`config.mk`:
```
export PLATFORM = sky130hd
export DESIGN_NAME = decode_stage_n
export DESIGN_NICKNAME = d
export VERILOG_FILES = /design/src/rtl/decode_stage_n_pkg.sv /design/src/rtl/decode_fifo.sv /design/src/rtl/decode_stage_n.sv
export SDC_FILE = /design/constraint.sdc
export NUM_CORES = 1
export LEC_CHECK = 0
export CORE_ASPECT_RATIO = 0.8
export CORE_MARGIN = 2
export CORE_UTILIZATION = 56
export CTS_BUF_LIST = sky130_fd_sc_hd__clkbuf_8
export DETAILED_ROUTE_END_ITERATION = 8
export PLACE_DENSITY_LB_ADDON = 0.2
export SLEW_MARGIN = 20
export SYNTH_ARGS = -nofsm -noshare
export SYNTH_HDL_FRONTEND = slang
export SYNTH_SLANG_ARGS = --single-unit
```
`constraint.sdc`:
```
create_clock -name clk -period 3 [get_ports clk]
set_clock_uncertainty 0.05 [all_clocks]
set_input_delay 0.6 -clock clk [delete_from_list [all_inputs] [get_ports clk]]
set_output_delay 0.6 -clock clk [all_outputs]
set_load 0.01 [all_outputs]
```
`src/rtl/decode_stage_n_pkg.sv`:
```
// decode_stage_n_pkg: opcode map, decoded-control struct and saturating count helper for the decode stage
`ifndef AXIS_CPU_COUNT_SAT
`define AXIS_CPU_COUNT_SAT(v) ((&(v)) ? (v) : (v) + 1'b1)
`endif
package decode_stage_n_pkg;
  localparam logic [2:0] OP_ALU  = 3'b100;
  localparam logic [2:0] OP_JMP  = 3'b110;
  localparam logic [2:0] OP_JMPC = 3'b111;
  localparam int BSEL_BIT = 4;
  typedef struct packed {
    logic reads_a;
    logic reads_x;
    logic decode_en;
    logic is_jmp;
  } dec_t;
  function automatic dec_t decode(input logic [2:0] op, input logic bsel);
    dec_t d;
    d.is_jmp    = (op == OP_JMP) || (op == OP_JMPC);
    d.reads_a   = (op == OP_ALU) || d.is_jmp;
    d.reads_x   = ((op == OP_ALU) || (op == OP_JMPC)) && bsel;
    d.decode_en = (op == OP_ALU) || (op == OP_JMPC);
    return d;
  endfunction
endpackage

```
`src/rtl/decode_fifo.sv`:
```
// decode_fifo: circular buffer of {instr, count} with flush, per-cycle count ageing and occupancy
module decode_fifo #(
  parameter int INSTR_W = 8,
  parameter int DEPTH   = 2,
  parameter int COUNT_W = 6,
  parameter int OW      = $clog2(DEPTH + 1)
) (
  input  logic               clk,
  input  logic               rst_n,
  input  logic               push,
  input  logic               pop,
  input  logic               flush,
  input  logic               age,
  input  logic [INSTR_W-1:0] din_instr,
  input  logic [COUNT_W-1:0] din_count,
  output logic [INSTR_W-1:0] head_instr,
  output logic [COUNT_W-1:0] head_count,
  output logic [OW-1:0]      occupancy,
  output logic               empty,
  output logic               full
);
  localparam int PW = (DEPTH > 1) ? $clog2(DEPTH) : 1;
  logic [INSTR_W-1:0] mem_i [DEPTH];
  logic [COUNT_W-1:0] mem_c [DEPTH];
  logic [PW-1:0]      rd, wr;
  logic               do_push, do_pop;
  function automatic logic [PW-1:0] nxt(input logic [PW-1:0] p);
    return (p == PW'(DEPTH - 1)) ? '0 : p + 1'b1;
  endfunction
  assign empty      = occupancy == '0;
  assign full       = occupancy == OW'(DEPTH);
  assign do_push    = push && !full;
  assign do_pop     = pop && !empty;
  assign head_instr = mem_i[rd];
  assign head_count = mem_c[rd];
  // Ageing touches every slot; stale slots are overwritten on push, and a popped head leaves anyway.
  always_ff @(posedge clk or negedge rst_n) begin
    if (!rst_n) begin
      rd        <= '0;
      wr        <= '0;
      occupancy <= '0;
      for (int i = 0; i < DEPTH; i++) begin
        mem_i[i] <= '0;
        mem_c[i] <= '0;
      end
    end else if (flush) begin
      rd        <= '0;
      wr        <= '0;
      occupancy <= '0;
    end else begin
      rd        <= do_pop ? nxt(rd) : rd;
      wr        <= do_push ? nxt(wr) : wr;
      occupancy <= occupancy + OW'(do_push) - OW'(do_pop);
      for (int i = 0; i < DEPTH; i++) begin
        if (do_push && wr == PW'(i)) begin
          mem_i[i] <= din_instr;
          mem_c[i] <= din_count;
        end else if (age) begin
          mem_c[i] <= `AXIS_CPU_COUNT_SAT(mem_c[i]);
        end
      end
    end
  end
endmodule

```
`src/rtl/decode_stage_n.sv`:
```
// decode_stage_n: instruction decode, RAW-hazard stall and elastic buffering between fetch and execute
// Optional DECODE_STALL_STATS_EN adds a saturating 16-bit stall_cycles counter output.
module decode_stage_n
  import decode_stage_n_pkg::*;
#(
  parameter int INSTR_W = 8,
  parameter int DEPTH   = 2,
  parameter int COUNT_W = 6,
  parameter int NUM_HAZ = 2
) (
  input  logic                         clk,
  input  logic                         rst_n,
  input  logic [INSTR_W-1:0]           instr_in,
  input  logic                         flush,
  input  logic [NUM_HAZ-1:0]           writes_A,
  input  logic [NUM_HAZ-1:0]           writes_X,
  output logic                         B_sel,
  output logic [3:0]                   ALU_sel,
  output logic                         ALU_en,
  output logic [INSTR_W-1:0]           instr_out,
  input  logic                         PC_en,
  input  logic [COUNT_W-1:0]           icount,
  output logic [COUNT_W-1:0]           ocount,
  input  logic                         prev_vld,
  output logic                         rdy,
  output logic                         vld,
  input  logic                         next_rdy,
  output logic [$clog2(DEPTH+1)-1:0]   occupancy
`ifdef DECODE_STALL_STATS_EN
  ,
  output logic [15:0]                  stall_cycles
`endif
);
  dec_t               dec;
  logic               stalled, full, empty, accept;
  logic [COUNT_W-1:0] cnt_in;
  assign dec     = decode(instr_in[INSTR_W-1 -: 3], instr_in[BSEL_BIT]);
  assign stalled = (dec.reads_a && |writes_A) || (dec.reads_x && |writes_X);
  // rdy is built only from local state and hazards so no ready path runs through next_rdy.
  assign rdy     = !full && !stalled && !flush;
  assign accept  = prev_vld && rdy;
  assign vld     = !empty;
  assign ALU_en  = dec.decode_en && accept;
  assign B_sel   = instr_in[BSEL_BIT];
  assign ALU_sel = dec.is_jmp ? 4'd0 : instr_in[3:0];
  assign cnt_in  = PC_en ? `AXIS_CPU_COUNT_SAT(icount) : icount;
  decode_fifo #(
    .INSTR_W(INSTR_W),
    .DEPTH  (DEPTH),
    .COUNT_W(COUNT_W)
  ) u_fifo (
    .clk       (clk),
    .rst_n     (rst_n),
    .push      (accept),
    .pop       (vld && next_rdy),
    .flush     (flush),
    .age       (PC_en),
    .din_instr (instr_in),
    .din_count (cnt_in),
    .head_instr(instr_out),
    .head_count(ocount),
    .occupancy (occupancy),
    .empty     (empty),
    .full      (full)
  );
`ifdef DECODE_STALL_STATS_EN
  always_ff @(posedge clk or negedge rst_n) begin
    if (!rst_n) stall_cycles <= '0;
    else if (prev_vld && stalled && !flush && stall_cycles != 16'hFFFF) stall_cycles <= stall_cycles + 16'd1;
  end
`endif
endmodule

```
==> metrics.txt, run 1 <==
Sink Count=32; worst hold start=u_fifo.mem_i[5]$_DFFE_PN0P_; synth top area cells=dfrtp_1 39%, mux2_2 15%, mux2i_1 3.9%; Routed met3 length=316 um; routed vias/inst=5.85; CTS buffer count=5; total grt overflow=0; fin worst setup slack=0.102 ns; hold path depth=2; Final Cell Area=about 2700 sq um; Setup WS pre-CTS=-0.118 ns; max cap viols=0; wl on met1=2330 um; largest net degree at the start of global routing=33; antenna cells=0; Critical Path End Type=primary output; Post-Route WL=5060 um; die height=57.9 um; final worst path period share=96.6%; r2r setup slk=1.14 ns; most frequent cell on the critical path=clkdlybuf4s50_1; setup TNS=0 ns; CTS tree=built; Die Span X=71.4 um; share of the synthesized area in the top cell type=39.3%; ys async rst share=100%; reg2reg start=u_fifo.mem_c[6]$_DFFE_PN0P_; reg-to-reg endpoint=u_fifo.mem_c[7]$_DFFE_PN0P_; WS Path Type=primary input to primary output; synth cell count leaders=32 x dfrtp_1, 28 x mux2_2, 17 x nand2_1, 12 x nor2_1, 11 x inv_1; post-synthesis cell type count=39; core area=3450 sq um; Root Driver=clkbuf_8; Relative slew margins=a little under three quarters; maximum VDD drop=about 530 uV; layout cells sized above 1=20.3%; H-tree Lvls=2; CP max stage delay=0.53 ns; synthesis-to-finish area growth=32.7%; worst setup path start=instr_in[5]; first-pass iteration count of the detailed router=4; postcts setup bufs=0; DRC viols=0; Final Max Slew Viols=0; Max Used Layer=met4; multi-input logic area=between 1000 and 1500 sq um; Detailed Place HPWL=3810 um; initial cell density of the core=59.1%; Worst Path Max Fanout=2; register area=801 sq um; Crit path required time=approximately 2.4 ns; FF+latch count, synth=32; vias=approximately 1,800; first-pass GRT wire length=8310 um; clock buffer depth=2; syn nets=232; clock-pin slew on the worst setup and hold paths=around 0.06 ns; slew of the pin with the lowest slew margin=between 0.4 and 0.5 ns; Ys Warns=0; leakage=0.00123 uW; Post-Layout Cell Count=303; layout filler cell count=247; ys flop type=dfrtp_1; sequential area share after synthesis=39.3%; post-layout min period=approximately 2.9 ns; I/O Buffers=47; # IOs=48; Max Freq=0.345 GHz; Syn Area/Cell=approximately 10 sq um; # setup viols final=0; fin nets=289; synthesized area=slightly above 2000 sq um; vias in the first global route=1,725; Synth Instances=203; crit-path cells=clkdlybuf4s50_1 -> inv_1 -> o221ai_1 -> and3_1 -> buf_4 -> clkdlybuf4s50_1; row cnt=19; Crit-path slowest cell=clkdlybuf4s50_1; Post-synth EDFFs=0; Yosys top cell by area=dfrtp_1; unrepaired setup endpoints after global routing=no; GRT Resource Usage Total=between 20% and 30%; 1st-iter DRT viols=116; WHS=roughly 0.44 ns; pwr/cell area=814 nW/um^2; length in cells of the worst reg-to-reg path=5; placed cell area=2600 sq um; outcome=finished, final reports clean; antenna violations before repair=0; top-count cell post-synth=dfrtp_1; met2 wire length=2370 um; drt wl/cell=16.7 um; Post-DRT Antenna Nets=0; worst endpoint data arrival time=2.25 ns; Placer Congestion=about 0.88; startpoint types=primary input; clk_lat worst skew=a little under 0.3 ns; die area=4140 sq um; Min-Delay Endpoint=u_fifo.mem_i[5]$_DFFE_PN0P_; Hold/Removal Path Class=flop to flop; Inst Count DP=295; number of hold violations in the final report=0
[cells in the final DEF, fill, tap and decap left out, types with 2 or more instances in the layout]
master,count
a21o_1,4
a21oi_1,9
a221o_1,5
and2_1,7
and3_1,3
buf_4,14
clkbuf_8,6
clkdlybuf4s50_1,45
dfrtp_1,32
ha_1,5
inv_1,13
mux2_2,28
mux2i_1,8
nand2_1,17
nand3_1,2
nand4_1,9
nor2_1,12
nor2b_1,4
nor3_1,2
nor3b_1,2
o21ai_0,9
o221ai_1,2
o22a_1,4
xnor2_1,2
xor2_1,2
[state kept, by name, indices dropped and copies added (netlist names)]
name	flops
u_fifo.mem_i	16
u_fifo.mem_c	12
u_fifo.occupancy	2
u_fifo.rd	1
u_fifo.wr	1
[stage by stage]
stage / power [uW] / util [%]
finish: 2200 / 78.4
global route: 2330 / 78.4
CTS: 2200 / 78.1
detailed placement: 1860 / 75.5
global placement: 1820 / 75.5
floorplan: 1370 / -
[cell type report]
cell class	instances	share of cell area, %
Clock inverter	2	0.278
Inverter	11	1.53
Timing Repair Buffer	61	21.3
Sequential cell	32	29.6
Tap cell	42	1.94
Multi-Input combinational cell	149	42.2
Clock buffer	6	3.06
[how the worst max path moves through the flow]
stage	to	slack, ns	cells after the start
3_5_place_dp	ALU_en	-0.12	7
2_1_floorplan	ALU_en	0.75	5
6_report	rdy	0.10	6
3_3_place_gp	ALU_en	-0.08	7
5_1_grt	ALU_en	0.02	7
4_1_cts	ALU_en	0.08	7
[where the power goes]
group / switching, uW / internal [uW]
combinational: 425 / 629
sequential: 182 / 631
clock: 153 / 180
[critical path, delay by kind of cell]
family                 cells  cell delay, ns
AOI/OAI and AO/OA          1            0.22
and+or+nand+nor            1            0.20
buffers and inverters      4            1.22
[cells by family (layout without fill, tap and decap cells)]
| group | after synthesis | after routing | share of synthesized area (%) |
|---|---|---|---|
| buffers and inverters | 22 | 80 | 5.04 |
| DFF | 32 | 32 | 39.3 |
| adders and majority gates | 5 | 5 | 3.07 |
| AOI/OAI and AO/OA | 40 | 40 | 14.2 |
| muxes | 36 | 36 | 19.4 |
| and+or+nand+nor | 63 | 63 | 16.8 |
| xor gates and xnor gates | 5 | 5 | 2.15 |
[routing by layer]
| metal | GRT usage [%] | up-vias |
|---|---|---|
| li1 | - | 846 |
| met4 | 8.89 | 0 |
| met1 | 37.8 | 869 |
| met2 | 40.7 | 54 |
| met3 | 5.39 | 4 |
| met5 | 0 | - |
[what timing repair did]
action                                  CTS  global route
hold buffers                              0             0
hold endpoints to repair                  0             0
endpoints found under the setup margin    1             2
gates resized for setup                   1             2
pin swaps                                 0             0
Note: power is estimated with default switching activity, not from simulation.
==> run 2, diff against run 1 <==
--- a/config.mk
+++ b/config.mk
@@ -5,6 +5,7 @@
 export SDC_FILE = /design/constraint.sdc
 export NUM_CORES = 1
 export LEC_CHECK = 0
+export CAP_MARGIN = 20
 export CORE_ASPECT_RATIO = 0.8
 export CORE_MARGIN = 2
 export CORE_UTILIZATION = 56
==> results of run 2 <==
The final DEF is identical to that of run 1; final timing and power are the same.
==> run 3, diff against run 2 <==
--- a/config.mk
+++ b/config.mk
@@ -8,7 +8,7 @@
 export CAP_MARGIN = 20
 export CORE_ASPECT_RATIO = 0.8
 export CORE_MARGIN = 2
-export CORE_UTILIZATION = 56
+export CORE_UTILIZATION = 52
 export CTS_BUF_LIST = sky130_fd_sc_hd__clkbuf_8
 export DETAILED_ROUTE_END_ITERATION = 8
 export PLACE_DENSITY_LB_ADDON = 0.2
==> constraint.sdc (replaced) <==
create_clock -name clk -period 3.15 [get_ports clk]
set_clock_uncertainty 0.05 [all_clocks]
set_input_delay 0.63 -clock clk [delete_from_list [all_inputs] [get_ports clk]]
set_output_delay 0.63 -clock clk [all_outputs]
set_load 0.01 [all_outputs]
==> metrics.txt, run 3 (synthesis results as in run 1) <==
outcome=finished, final reports clean; Critical Path End Type=primary output; Sink Count=32; row cnt=20; core area=3780 sq um; Relative slew margins=70.1%; CTS tree=built; Placer Congestion=0.807; clock-pin slew on the worst setup and hold paths=0.06 ns; Inst Count DP=just over 300; Largest regs=u_fifo.mem_i x16, u_fifo.mem_c x12, u_fifo.occupancy x2; Die Span X=74.0 um; CTS buffer count=5; Worst Path Max Fanout=2; number of hold violations in the final report=0; Post-DRT Antenna Nets=0; Power Internal=1370 uW; I/O Buffers=47; die area=between 4000 and 5000 sq um; Setup WS pre-CTS=-0.0281 ns; Max Freq=0.334 GHz; WS Path Type=primary input to primary output; setup TNS=0 ns; 1st-iter DRT viols=around 110; fin worst setup slack=0.153 ns; CP max stage delay=0.46 ns; multi-input logic area=1150 sq um; post-layout min period=around 3.0 ns; Detailed Place HPWL=approximately 3600 um; Root Driver=clkbuf_8; max reg flops=16; register area=801 sq um; pwr/cell area=772 nW/um^2; postcts setup bufs=0; Post-Layout Cell Count=about 310; initial cell density of the core=a little over half; total grt overflow=0; first-pass iteration count of the detailed router=4; most frequent cells in the layout=46 x clkdlybuf4s50_1, 32 x dfrtp_1, 28 x mux2_2; unrepaired setup endpoints after global routing=no; Crit-path slowest cell=clkdlybuf4s50_1; layout cells sized above 1=approximately a fifth; # setup viols final=0; # IOs=48; clk_lat worst skew=0.28 ns; worst endpoint data arrival time=2.32 ns; Hold/Removal Path Class=flop to flop; antenna cells=0; vias in the first global route=1,732; reg2reg start=u_fifo.occupancy[1]$_DFF_PN0_; Final Cell Area=2700 sq um; final worst path period share=approximately 95%; fin nets=286; die height=~60 um; count of hold buffers inserted by post-cts repair=0; WHS=about 0.45 ns; H-tree Lvls=2; commonest non-fill, non-tap cell in the layout=clkdlybuf4s50_1; layout filler cell count=290; routed vias/inst=5.56; Final Max Slew Viols=0; length in cells of the worst reg-to-reg path=6; slew of the pin with the lowest slew margin=0.447 ns; placed cell area=roughly 2600 sq um; Crit path required time=2.47 ns; drt wl/cell=15.5 um; DRC viols=0; Clock power frac=about 15%; largest net degree at the start of global routing=33; hold path depth=1; Top reg by flops=u_fifo.mem_i; Min-Delay Endpoint=u_fifo.mem_i[11]$_DFFE_PN0P_; post-CTS sizing=3; Post-Route WL=4860 um; startpoint types=primary input; Logic pwr share=48.1%; sequential share of power=36.6%; reg-to-reg endpoint=u_fifo.mem_c[2]$_DFFE_PN0P_; worst hold start=u_fifo.mem_i[11]$_DFFE_PN0P_; clock buffer depth=2; Switching Fraction=34.3%; GRT Resource Usage Total=25.0%; net switching power=716 uW; most frequent cell on the critical path=and3_1; first-pass GRT wire length=8240 um; crit-path cells=clkdlybuf4s50_1 -> xnor2_2 -> o2111ai_2 -> and3_1 -> and2_1 -> and3_1 -> dlygate4sd2_1; maximum VDD drop=508 uV; max cap viols=0; r2r setup slk=1.05 ns; leakage=0.00120 uW; synthesis-to-finish area growth=32.6%; vias=roughly 1,700; antenna violations before repair=0
-- run 3: cell types whose count changed in the layout (fill, tap and decap cells not counted), sizes merged --
cell           change
clkdlybuf4s50      +1
dlymetal6s2s       -1
buf                -3
-- run 3: metal layers --
layer	share of wire [%]	up-vias	wire [um]	global-route usage, %
met4	0.82	0	40	7.79
li1	-	846	-	-
met5	0	-	0	0
met3	5.8	5	281	6.41
met1	49	838	2380	36.5
met2	44	52	2160	36.5
-- run 3: worst max path at each step --
stage	endpoint	from	slack, ns	cells after the start
5_1_grt	ALU_en	instr_in[5]	0.05	7
3_3_place_gp	ALU_en	instr_in[6]	0.02	7
6_report	ALU_en	instr_in[5]	0.15	7
3_5_place_dp	ALU_en	instr_in[5]	-0.03	7
2_1_floorplan	ALU_en	instr_in[5]	0.84	5
4_1_cts	rdy	instr_in[5]	0.19	6
-- run 3: critical path, delay by kind of cell --
kind	cells	cell delay [ns]
xor+xnor	1	0.21
buf+inv	2	0.74
compound gates	1	0.15
simple gates	3	0.58
-- run 3: power groups by stage --
stage | logic, uW | clock network [uW] | registers, uW
6_report | 1000 | 318 | 764
5_1_grt | 1100 | 345 | 800
4_1_cts | 1010 | 326 | 759
3_5_place_dp | 1000 | 0 | 766
3_3_place_gp | 986 | 0 | 760
2_1_floorplan | 584 | 0 | 720
-- run 3: final cells by class --
type,instances,share of cell area [%]
inverter,11,1.53
clock inverter,2,0.278
tap,55,2.55
multi-input combinational,149,42.5
timing repair buffer,58,20.4
sequential,32,29.7
clock buffer,6,3.06
-- run 3: per-stage QoR --
step	utilization [%]	power, uW
2_1_floorplan	-	1300
5_1_grt	71.5	2240
3_3_place_gp	68.7	1750
4_1_cts	71.5	2100
6_report	71.5	2090
3_5_place_dp	68.7	1770
